==> src/rtl/control_pipeline.sv <==
// Control-word pipeline (Decode -> Execute -> Memory -> Writeback) for the ARM core.
// Owns the NZCV flags and squashes writes of instructions whose condition fails.
module control_pipeline (
    input  logic       clk,
    input  logic       rst_n,
    input  logic       PCSD,
    input  logic       RegWD,
    input  logic       MemWD,
    input  logic       NoWriteD,
    input  logic       MemtoRegD,
    input  logic       ALUSrcD,
    input  logic       BranchD,
    input  logic [1:0] FlagWD,
    input  logic [3:0] ALUControlD,
    input  logic [3:0] CondD,
    input  logic [3:0] ALUFlagsE,
    input  logic       FlushE,
    output logic       ALUSrcE,
    output logic [3:0] ALUControlE,
    output logic       MemtoRegE,
    output logic       RegWriteE,
    output logic       BranchTakenE,
    output logic       MemWriteM,
    output logic       RegWriteM,
    output logic       MemtoRegM,
    output logic       RegWriteW,
    output logic       MemtoRegW,
    output logic       PCSrcW,
    output logic       PCWrPending,
    output logic [3:0] FlagsOut
);

    logic       pcs_e;
    logic       reg_w_e;
    logic       mem_w_e;
    logic       no_write_e;
    logic       branch_e;
    logic [1:0] flag_w_e;
    logic [3:0] cond_e;
    logic [3:0] flags;
    logic       cond_ex;
    logic       pcsrc_e;
    logic       mem_write_e;
    logic       pcsrc_m;

    // Execute register; a flush loads an all-zero bubble.
    always_ff @(posedge clk or negedge rst_n) begin
        if (!rst_n) begin
            pcs_e       <= 1'b0;
            reg_w_e     <= 1'b0;
            mem_w_e     <= 1'b0;
            no_write_e  <= 1'b0;
            MemtoRegE   <= 1'b0;
            ALUSrcE     <= 1'b0;
            branch_e    <= 1'b0;
            flag_w_e    <= 2'b00;
            ALUControlE <= 4'b0000;
            cond_e      <= 4'b0000;
        end else if (FlushE) begin
            pcs_e       <= 1'b0;
            reg_w_e     <= 1'b0;
            mem_w_e     <= 1'b0;
            no_write_e  <= 1'b0;
            MemtoRegE   <= 1'b0;
            ALUSrcE     <= 1'b0;
            branch_e    <= 1'b0;
            flag_w_e    <= 2'b00;
            ALUControlE <= 4'b0000;
            cond_e      <= 4'b0000;
        end else begin
            pcs_e       <= PCSD;
            reg_w_e     <= RegWD;
            mem_w_e     <= MemWD;
            no_write_e  <= NoWriteD;
            MemtoRegE   <= MemtoRegD;
            ALUSrcE     <= ALUSrcD;
            branch_e    <= BranchD;
            flag_w_e    <= FlagWD;
            ALUControlE <= ALUControlD;
            cond_e      <= CondD;
        end
    end

    // flags = {N, Z, C, V}
    always_comb begin
        cond_ex = 1'b0;
        case (cond_e)
            4'b0000: cond_ex = flags[2];
            4'b0001: cond_ex = !flags[2];
            4'b0010: cond_ex = flags[1];
            4'b0011: cond_ex = !flags[1];
            4'b0100: cond_ex = flags[3];
            4'b0101: cond_ex = !flags[3];
            4'b0110: cond_ex = flags[0];
            4'b0111: cond_ex = !flags[0];
            4'b1000: cond_ex = flags[1] & !flags[2];
            4'b1001: cond_ex = !flags[1] | flags[2];
            4'b1010: cond_ex = (flags[3] == flags[0]);
            4'b1011: cond_ex = (flags[3] != flags[0]);
            4'b1100: cond_ex = !flags[2] & (flags[3] == flags[0]);
            4'b1101: cond_ex = flags[2] | (flags[3] != flags[0]);
            default: cond_ex = 1'b1;
        endcase
    end

    assign pcsrc_e      = pcs_e & cond_ex;
    assign RegWriteE    = reg_w_e & cond_ex & !no_write_e;
    assign mem_write_e  = mem_w_e & cond_ex;
    assign BranchTakenE = branch_e & cond_ex;

    // N,Z and C,V halves update independently, only for passing instructions.
    always_ff @(posedge clk or negedge rst_n) begin
        if (!rst_n) begin
            flags <= 4'b0000;
        end else begin
            if (flag_w_e[1] && cond_ex) flags[3:2] <= ALUFlagsE[3:2];
            if (flag_w_e[0] && cond_ex) flags[1:0] <= ALUFlagsE[1:0];
        end
    end

    always_ff @(posedge clk or negedge rst_n) begin
        if (!rst_n) begin
            pcsrc_m   <= 1'b0;
            RegWriteM <= 1'b0;
            MemWriteM <= 1'b0;
            MemtoRegM <= 1'b0;
            PCSrcW    <= 1'b0;
            RegWriteW <= 1'b0;
            MemtoRegW <= 1'b0;
        end else begin
            pcsrc_m   <= pcsrc_e;
            RegWriteM <= RegWriteE;
            MemWriteM <= mem_write_e;
            MemtoRegM <= MemtoRegE;
            PCSrcW    <= pcsrc_m;
            RegWriteW <= RegWriteM;
            MemtoRegW <= MemtoRegM;
        end
    end

    // The Decode term is masked during reset so every output reads 0 while rst_n is low.
    assign PCWrPending = (PCSD & rst_n) | pcsrc_e | pcsrc_m;
    assign FlagsOut    = flags;

endmodule
==> config.mk <==
export PLATFORM = sky130hd
export DESIGN_NAME = control_pipeline
export DESIGN_NICKNAME = d
export VERILOG_FILES = /design/src/rtl/control_pipeline.sv
export SDC_FILE = /design/constraint.sdc
export NUM_CORES = 1
export LEC_CHECK = 0
export BUFFER_PORTS_ARGS = -buffer_cell sky130_fd_sc_hd__clkbuf_2
export CAP_MARGIN = 20
export CORE_ASPECT_RATIO = 0.9
export CORE_UTILIZATION = 51
export DETAILED_ROUTE_END_ITERATION = 8
export GPL_TIMING_DRIVEN = 0
export PLACE_DENSITY = 0.83
export SLEW_MARGIN = 5
export SYNTH_ARGS = -nofsm -noshare
export SYNTH_HDL_FRONTEND = slang
export SYNTH_SLANG_ARGS = --single-unit
export TNS_END_PERCENT = 50
==> constraint.sdc <==
create_clock -name clk -period 4.97 [get_ports clk]
set_clock_uncertainty 0.15 [all_clocks]
set_input_delay 0.994 -clock clk [delete_from_list [all_inputs] [get_ports clk]]
set_output_delay 0.994 -clock clk [all_outputs]
set_load 0.1 [all_outputs]
Word level (Yosys, flattened, before mapping)
Index checks and enable logic that the tools add are counted.

Bits in registers: 28. Input bits: 24.

Equality and inequality tests: 15. Mux-type cells: 11. Bitwise logic cells: 12. Reductions and logical operators: 8.

Operators with widths (number): $eq A4 B4 Y1 const B (6); $eq A4 B3 Y1 const B (4); $pmux W1 S14 (1); $and A1 B1 Y1 (8); $eq A4 B2 Y1 const B (2); $mux W4 (2); $mux W1 (7); $logic_not A1 Y1 (5); $eq A4 B1 Y1 const B (1); $logic_not A4 Y1 (1); $or A1 B1 Y1 (4); $logic_and A1 B1 Y1 (2); $mux W2 (1); $eq A1 B1 Y1 (1); $ne A1 B1 Y1 (1).

Logic depth before layout (Yosys ltp)
Gate-level depths: netlist of the first run.

Word-level depth: 6. Mapped depth: 6. Depth with buffers taken out: 5.

Worst setup path after synthesis of the first run
OpenSTA, ideal clock, no wires.

Path kind: register to output. From: register flags[3], in the netlist FlagsOut[3]. To: output port RegWriteE. Data arrival time: 4.108 ns. Setup slack: -0.282 ns. Stages on the path, launching flop included: 6. Path buffers: 0. Path through: dfrtp_1 a21oi_1 or3_4 a31oi_4 nor3_2 nor3b_1.

Cells in the longest elaborated chain, start to end: 5. Elaborated cells between the ends (all ways): 8. Those cells by class: eq/ne: 2; mux: 1; bitwise: 4; reduce/logical: 1.

RTL lines: start, declared (line 40) `logic [3:0] flags;`; start signal, assigned (line 116) `if (flag_w_e[1] && cond_ex) flags[3:2] <= ALUFlagsE[3:2];`; $ne A1 B1 Y1 / $eq A1 B1 Y1 (equally long branches); $or A1 B1 Y1 / $and A1 B1 Y1 (equally long branches) (line 101, 100); $pmux W1 S14 (*) (line 87) `case (cond_e)`; $and A1 B1 Y1 (*) (2 in a row) (line 107) `assign RegWriteE = reg_w_e & cond_ex & !no_write_e;`; end, declared (line 21) `output logic RegWriteE,`.

Mark *: on every way between the ends. The rest lies on a longest branch, timed or not.

Worst setup path after layout of the first run
From: register cond_e[3]. To: output port PCWrPending.

Cells in the longest elaborated chain, start to end: 5. Elaborated cells between the ends (all ways): 18. Those cells by class: eq/ne: 13; mux: 1; bitwise: 3; reduce/logical: 1.

RTL lines: start, declared (line 39) `logic [3:0] cond_e;`; start signal, assigned (line 80) `cond_e <= CondD;`; $eq A4 B4 Y1 (tied with other cells) (line 87); $pmux W1 S14 (*) (line 87); $and A1 B1 Y1 (*) (line 106) `assign pcsrc_e = pcs_e & cond_ex;`; $or A1 B1 Y1 (*) (2 in a row) (line 142) `assign PCWrPending = (PCSD & rst_n) | pcsrc_e | pcsrc_m;`; end, declared (line 29) `output logic PCWrPending,`.

Marked as above.

==> results, run 1 <==
- The number of placement rows is 15.
- The number of hold buffers added after CTS is 0.
- In this design, the largest share of critical-path delay is due to buffers and inverters.
- The cell area after technology mapping is 1140 sq um.
- The via count of the first global-routing pass is around 700.
- Net switching is slightly above 50% of the power.
- In this run the power density over the cells is around 520 nW/um^2.
- The number of nets with antenna violations after routing is 0.
- The fmax is approximately 280 MHz.
- In this run the worst path has a maximum fanout of 9.
- The clock network is responsible for 11.9% of the overall power.
- The repair_antennas step left the layout with diodes totalling 0.
- Cell internal power was estimated by the tool at between 0.0003 and 0.0004 W.
- The path class of the tightest hold or removal check is flop to flop.
- The initial cell density of the core is between 50% and 60%.
- The element type at the critical path start is a flop.
- The share of final-layout standard cells stronger than drive strength 1 is ~45%.
- Counting both buffers and inverters, the worst setup path holds a total of 2.
- The number of clock sinks is 28.
- The first global-routing pass estimated 3090 um of wire.
- Buffers added to address setup during post-CTS repair amount to 0.
- The register bit count reported by yosys is 28.
- After detailed routing, the wire length on met1 is between 700 and 800 um.
- The number of buffers inserted during clock tree synthesis is 3.
- The net count of the mapped netlist is ~110.
- In this run the tightest slew margin relative to its limit is between 50 and 60%.
- The longest clock path from root to sink contains 2 buffers.
- The worst register-to-register path begins at cond_e[3].
- Total power for the finished layout comes to roughly 0.00073 W.
- The clock period minus final worst setup slack is between 3 and 4 ns.
- IR analysis of the VDD net gives a maximum drop of 353 uV.
- Hold timing on the final database bottoms out at a slack of 0.240 ns.
- Tracing the worst setup path back leads to its startpoint at cond_e[3].
- The area of the die is roughly 2400 sq um.
- The post-CTS resize count is 0.
- The overall overflow remaining after global route is 0.
- The routed design has approximately 1900 um of wire.
- Input and output buffers added on the ports amount to 42.
- The detailed router finished its first iteration with 7 violations.
- The number of antenna violations at the first check in global routing is 0.
- The number of different library cells used by synthesis comes to 27.
- The tree is rooted in a sky130_fd_sc_hd__clkbuf_4.
- The post-detailed-placement cell area is approximately 1400 sq um.
- The CTS clock-pin slew for the worst setup and hold paths is ~0.13 ns.
- The sum of met3 wire segment lengths after detailed routing is between 100 and 150 um.
- The number of hold-slack violations in the final timing report is 0.
- The number of top-level design ports is between 40 and 50.
- The power dissipated by switching net loads is between 0.0003 and 0.0004 W.
- The TritonCTS clock tree is done.
- The filler cell count is about 150.
- The total half-perimeter wirelength after legalization and detailed placement is around 1500 um.
- Once layout is done, the placed cells without fillers occupy 1410 sq um.
- The share of synthesized area occupied by flip-flops and latches is 61.5%.
- The post-route clock period utilization is between 70% and 80%.
- From synthesis to final layout, the design area changed by 23.6%.
- Yosys printed 0 warnings.
- For this run, design rule violations remaining after detail routing come to 0.
- Dividing the detail-routed wire length by the instance count gives around 13 um.
- The total number of H-tree levels is 1.
- The floorplan core area is about 2000 sq um.
- Traced cell by cell, the critical path runs through buf_4 > and3b_1 > a22oi_1 > mux2_4 > nor3_2 > o21ai_0 > clkbuf_2.
- The startpoint identified for the worst hold timing path is RegWriteM.
- The via count of the routed design is approximately 780.
- Setup repair after global routing left no endpoint under its margin.
- Across the whole layout, storage elements account for approximately 700 sq um.
- The worst setup path category is flop to primary output.
- The top metal layer carrying routed signals is met4.
- The clock reaches the later pin of the worst-skew pair after about 0.31 ns.
- The critical-path cell with the highest stage delay is sky130_fd_sc_hd__clkbuf_2.
- The count of mapped cells out of synthesis is 82.
- The first-pass detailed-route iteration total is 4.
- The final layout contains between 150 and 200 nets.
- The final-report max-slew violation count was 0.
- The analysis attributes to cell leakage a power of 0.695 nW.
- STA puts the critical path data arrival time at around 2.4 ns.
- The overall die width is roughly 52 um.
- The power share of the combinational group is 48.5%.
- The number of violations of the max-capacitance limit is 0.
- In the routed layout, each cell is associated on average with a via count of between 5 and 6.
- Setup violations remaining at the end of the flow were counted as 0.
- The global-route usage over all layers is between 10% and 20%.
- STA classifies the critical path endpoint as a primary output.
- The last weighted congestion value of the routability-driven placer is around 0.85.
- The flow ran to the end, and the final reports show no timing, DRC or antenna violations.
- The worst-margin pin slew is around 0.67 ns.
- After detailed routing, the met2 layer carries between 1000 and 1500 um of wire.
- The maximum number of pins on one net before global-route repair is 30.
- The required time of the worst setup path is ~3.8 ns.
- On the worst path, the slowest cell contributes a delay of 0.39 ns.
- The post-synthesis area per instance is roughly 14 sq um.
- The relative contribution of sequential cells to total power is between 30% and 40%.
- The floorplan step set the die height to 46.9 um.
- The combined area of the multi-input logic cells is roughly 420 sq um.
[layer usage]
| layer | vias to the layer above | track usage (%) |
|---|---|---|
| li1 | 368 | - |
| met1 | 378 | 21.5 |
| met2 | 29 | 33.1 |
| met3 | 3 | 4.53 |
| met4 | 0 | 6.49 |
| met5 | - | 0 |
[final timing paths]
check                           cells past startpoint        endpoint  slack [ns]
max in group asynchronous                           1       MemWriteM        3.70
worst max register to register                      6     FlagsOut[0]        2.83
min in group asynchronous                           1  ALUControlE[3]        0.53
worst max-delay path                                7     PCWrPending        1.39
worst min register to register                      0       RegWriteW        0.24
worst min-delay path                                0       RegWriteW        0.24
[Yosys cell counts (all sizes together)]
| master | count | area, sq um |
|---|---|---|
| o31ai | 2 | 33.8 |
| a31oi | 3 | 33.8 |
| a21oi | 2 | 10.0 |
| buf | 1 | 7.51 |
| nand2 | 1 | 3.75 |
| a22oi | 1 | 7.51 |
| xnor2 | 3 | 26.3 |
| o32ai | 1 | 27.5 |
| inv | 3 | 11.3 |
| nor2b | 19 | 119 |
| clkbuf | 1 | 3.75 |
| o21ai | 1 | 5.00 |
| and2b | 1 | 7.51 |
| or3 | 1 | 11.3 |
| nor2 | 1 | 3.75 |
| and3 | 2 | 15.0 |
| and3b | 1 | 8.76 |
| mux2 | 5 | 60.1 |
| dfrtp | 28 | 701 |
| mux2i | 1 | 10.0 |
| nor4b | 1 | 8.76 |
| nor3b | 2 | 15.0 |
| nor3 | 1 | 10.0 |
[flip-flops by register name, summed over array words and instances, names as in the netlist]
register and flops:
ALUControlE 4, FlagsOut 4, cond_e 4, flag_w_e 2, ALUSrcE 1, MemWriteM 1, MemtoRegE 1, MemtoRegM 1
MemtoRegW 1, PCSrcW 1, RegWriteM 1, RegWriteW 1, branch_e 1, mem_w_e 1, no_write_e 1, pcs_e 1
pcsrc_m 1, reg_w_e 1
[layout make-up]
class,count,area share (%)
Sequential cell,28,49.7
Multi-Input combinational cell,49,29.9
Timing Repair Buffer,42,14.9
Tap cell,25,2.22
Clock buffer,3,1.60
Buffer,2,0.799
Inverter,3,0.799
[worst reg2reg max path, cell delays in order (launching register included)]
cell and delay (ns):
sky130_fd_sc_hd__dfrtp_1 0.38, sky130_fd_sc_hd__buf_4 0.16, sky130_fd_sc_hd__and3b_1 0.18, sky130_fd_sc_hd__a22oi_1 0.18, sky130_fd_sc_hd__mux2_4 0.36, sky130_fd_sc_hd__o31ai_2 0.26, sky130_fd_sc_hd__mux2_1 0.37
[power by group through the flow]
stage / sequential (W) / clock (W) / combinational (W)
4_1_cts: 0.000290 / 0.0000895 / 0.000358
3_5_place_dp: 0.000295 / 0 / 0.000358
3_3_place_gp: 0.000293 / 0 / 0.000352
5_1_grt: 0.000295 / 0.0000962 / 0.000369
6_report: 0.000290 / 0.0000875 / 0.000356
2_1_floorplan: 0.000466 / 0 / 0.000123
[cells in the final DEF (no fill, tap or decap), types with 2 or more instances in the layout]
cell type	synthesis	routed
sky130_fd_sc_hd__inv_1	2	2
sky130_fd_sc_hd__dfrtp_1	28	28
sky130_fd_sc_hd__xnor2_1	3	3
sky130_fd_sc_hd__nor2b_1	19	19
sky130_fd_sc_hd__and3_2	2	2
sky130_fd_sc_hd__clkbuf_4	0	3
sky130_fd_sc_hd__clkbuf_2	0	42
sky130_fd_sc_hd__a31oi_1	2	2
sky130_fd_sc_hd__a21oi_1	2	2
sky130_fd_sc_hd__mux2_1	4	4
[per-stage QoR]
stage / cells / TNS, ns / setup slack, ns / util [%]
6_report: 152 / 0 / 1.39 / 70.2
5_1_grt: 152 / 0 / 1.27 / 70.2
3_3_place_gp: 149 / 0 / 1.59 / 69.0
4_1_cts: 152 / 0 / 1.37 / 70.2
3_5_place_dp: 149 / 0 / 1.54 / 69.0
2_1_floorplan: 82 / -0.151 / -0.151 / -
[cells by family after synthesis]
| group | share of synthesized area (%) |
|---|---|
| AO/OA/AOI/OAI | 10.3 |
| XOR/XNOR | 2.31 |
| buffers and inverters | 1.98 |
| flip-flops | 61.5 |
| multiplexers | 6.15 |
| AND/OR/NAND/NOR | 17.8 |
Note: power is estimated with default switching activity, not from simulation.
==> run 2: changes to the inputs <==
- CORE_UTILIZATION: 51 -> 42
- PLACE_DENSITY: 0.83 -> 0.73
- clock period: 4.97 -> 2.97 ns (I/O delays scaled with it)
==> run 2 against run 1 <==
Against the previous run: the run now ends with DRC left; critical path depth is 1 lower; die area is 21% higher; sequential power is 76% higher; via count is 1.2% higher; combinational power is 98% higher; cell count is 6.6% higher; sequential cell count stayed put; worst hold slack worse by 0.12 ns; register-to-register slack worse by 2.0 ns; count of clock-buffer cells in the layout is 1 higher; global-route usage is 2.2 points lower; sequential share of layout area is 3.9 points lower; largest cell class unchanged; largest power group unchanged.
==> results, run 2 (synthesis gave the netlist of run 1 again) <==
- Outcome: finished, violations left (was finished, final reports clean).
- The checks that failed: DRC.
- The maximum number of pins on one net before global-route repair is 30 (unchanged).
- The worst-margin pin slew is 0.665 ns (was 0.675 ns).
- The headroom to the max-slew limit is 55.7% (was 55.0%).
- The number of inserted diodes is 0 (unchanged).
- The setup TNS is 0 ns (unchanged).
- The most frequent standard cell in the layout excluding fill and tap cells is sky130_fd_sc_hd__clkbuf_2 (unchanged).
- The signed area change from the synthesized netlist to the final layout is 37.8% (was 23.6%).
- The switching fraction of total power was 47.3% (was 50.3%).
- The global-route usage over all layers is 16.0% (was 18.3%).
- The number of antenna violations at the first check in global routing came to 0 (unchanged).
- The leakage power summed over all cells came to 0.747 nW (was 0.695 nW).
- The power dissipated by switching net loads came to 0.000659 W (was 0.000369 W).
- The post-route clock period utilization is a little over nine tenths.
- The clock insertion delay at the later pin of the skew report is 0.32 ns (was 0.31 ns).
- The area of the die was 2930 sq um (was 2430 sq um).
- The number of placement rows is 17 (was 15).
- The met1 usage in global routing is 21.3% (was 21.5%).
- The met2 routing resource usage after global routing is 26.1% (was 33.1%).
- The TritonCTS clock tree is done (unchanged).
- The global routing met3 resource utilization is 4.05% (was 4.53%).
- The clock share of power is 12.7% (was 11.9%).
- The fmax is around 340 MHz.
- The destination of the worst register-to-register timing path is FlagsOut[1] (was FlagsOut[0]).
- The filler cell count is 202 (was 148).
- The via count of the routed design is 787 (was 778).
- The element type at the critical path start is a flop (unchanged).
- The overall die width came to 56.9 um (was 51.8 um).
- The number of clock sinks came to 28 (unchanged).
- The share of final-layout standard cells stronger than drive strength 1 is 56.7% (was 44.9%).
- The origin of the critical flop-to-flop path is FlagsOut[0] (was cond_e[3]).
- The total number of H-tree levels is 1 (unchanged).
- The via-per-instance ratio was 4.86 (was 5.12).
- The power per cell area came to 887 nW/um^2 (was 521 nW/um^2).
- The total half-perimeter wirelength after legalization and detailed placement is 1560 um (was 1510 um).
- The count of placed standard cells in the final layout, fillers left out is 162 (was 152).
- The maximum vdd ir drop is 405 uV (was 353 uV).
- The first-pass detailed-route iteration total is 6 (was 4).
- The design internal power is 0.000734 W (was 0.000364 W).
- The number of violations of the max-capacitance limit is 0 (unchanged).
- The power share of the combinational group is 50.6% (was 48.5%).
- The last weighted congestion value of the routability-driven placer is 0.717 (was 0.854).
- The detailed-route wire length per cell came to 13.0 um (was 12.7 um).
- The final net count is 159 (was 153).
- The highest fanout seen on the critical path came to 7 (was 9).
- The number of placed instances, taps included is 152 (was 149).
- The global-route wire length before repair is 3460 um (was 3090 um).
- The number of nets with antenna violations after routing is 0 (unchanged).
- The count of buffers inserted at the top-level ports came to 42 (unchanged).
- The most utilized layer in the global route result is met2 (unchanged).
- The number of cells on the worst reg-to-reg path is 6 (unchanged).
- The overall overflow remaining after global route came to 0 (unchanged).
- The relative contribution of sequential cells to total power was 36.7% (was 39.6%).
- The number of failing setup endpoints in the final timing report is 0 (unchanged).
- The required time of the worst setup path was 2.23 ns (was 3.83 ns).
- The final-report max-slew violation count is 0 (unchanged).
- The number of buffers inserted during clock tree synthesis is 3 (unchanged).
- The clock period could shrink to between 2 and 3 ns.
- The CTS clock-pin slew for the worst setup and hold paths came to 0.14 ns (was 0.13 ns).
- The type of the most critical hold path is primary input to asynchronous set/reset pin (was flop to flop).
- The type of destination of the critical path is a primary output (unchanged).
- The floorplan core area is 2510 sq um (was 2010 sq um).
- The setup slack on the worst flop-to-flop path is 0.80 ns (was 2.83 ns).
- The data arrival time of the worst path came to 2.16 ns (was 2.43 ns).
- The overall routed net length was 2100 um (was 1930 um).
- The number of hold-slack violations in the final timing report was 0 (unchanged).
- The clock root buffer is sky130_fd_sc_hd__clkbuf_4 (unchanged).
- The height of the chip is 51.4 um (was 46.9 um).
- The initial cell density of the core was 45.4% (was 56.8%).
- The remaining design rule violation count was 2 (was 0).
- The number of top-level design ports came to 43 (unchanged).
- The via count of the first global-routing pass came to 777 (was 721).
- The DRC marker count from the first detailed-route iteration is 6 (was 7).
- The worst setup path category is flop to primary output (unchanged).
- The number of hold buffers added after CTS is 0 (unchanged).
- Commonest cells after routing, fill and taps aside: sky130_fd_sc_hd__clkbuf_2, sky130_fd_sc_hd__dfrtp_1, sky130_fd_sc_hd__nor2b_1 (unchanged).
- The maximum clock insertion buffer count is 2 (unchanged).
run 2: cell count changes in the layout (fill, tap and decap cells not counted), moves of 2 or more:
cell	before	now
sky130_fd_sc_hd__clkbuf_2	42	39
sky130_fd_sc_hd__buf_4	1	6
sky130_fd_sc_hd__clkbuf_8	0	2
sky130_fd_sc_hd__dfrtp_1	28	21
sky130_fd_sc_hd__dfrtp_2	0	3
sky130_fd_sc_hd__dfrtp_4	0	4
sky130_fd_sc_hd__buf_12	0	2
run 2: critical path, cell delays in order (launching register included):
cell                      delay (ns)
sky130_fd_sc_hd__dfrtp_4        0.55
sky130_fd_sc_hd__or3_4          0.39
sky130_fd_sc_hd__a31oi_4        0.23
sky130_fd_sc_hd__nor3_4         0.07
sky130_fd_sc_hd__buf_12         0.14
sky130_fd_sc_hd__nor3b_4        0.24
sky130_fd_sc_hd__buf_12         0.21
run 2: layout make-up:
| cell class | instances | area (sq um) | area share (%) |
|---|---|---|---|
| buffer | 2 | 11.3 | 0.717 |
| clock buffer | 4 | 36.3 | 2.31 |
| inverter | 3 | 11.3 | 0.717 |
| multi-input combinational | 49 | 455 | 29.0 |
| sequential | 28 | 719 | 45.8 |
| tap | 28 | 35.0 | 2.23 |
| timing repair buffer | 48 | 302 | 19.2 |
run 2: what timing repair did:
action	4_1_cts	5_1_grt
endpoints found under the setup margin	3	3
resized for setup	7	6
setup buffers	2	4
pin swaps	2	3
run 2: through the flow:
step                      setup WS [ns]  utilization, %  cell area, sq um  total power (W)  hold slack (ns)
after CTS                       -0.0242            60.8              1530          0.00137            0.141
after global routing           -0.00243            62.6              1570          0.00145            0.157
after detailed placement          0.137            57.1              1430          0.00114            0.218
after floorplan                 -0.0333               -              1190          0.00103            0.148
final                            0.0695            62.6              1570          0.00139            0.121
after global placement            0.195            57.1              1430          0.00112            0.207
run 2: worst max path at each step:
| stage | start | cells past startpoint | to |
|---|---|---|---|
| final | FlagsOut[0] | 6 | RegWriteE |
| after global routing | FlagsOut[0] | 6 | RegWriteE |
| after CTS | FlagsOut[3] | 7 | RegWriteE |
| after detailed placement | cond_e[3] | 7 | RegWriteE |
| after global placement | cond_e[3] | 7 | RegWriteE |
| after floorplan | FlagsOut[1] | 5 | RegWriteE |
run 2: power groups by stage:
stage,clock (W),combinational [W],sequential [W]
after global placement,0,0.000609,0.000514
final,0.000177,0.000705,0.000511
after floorplan,0,0.000222,0.000808
after detailed placement,0,0.000619,0.000518
after CTS,0.000183,0.000674,0.000511
after global routing,0.000199,0.000732,0.000519
run 2: layer usage:
layer  vias up  wire, um
li1        380         -
met1       376       909
met2        29      1060
met3         2       116
met4         0        19
met5         -         0
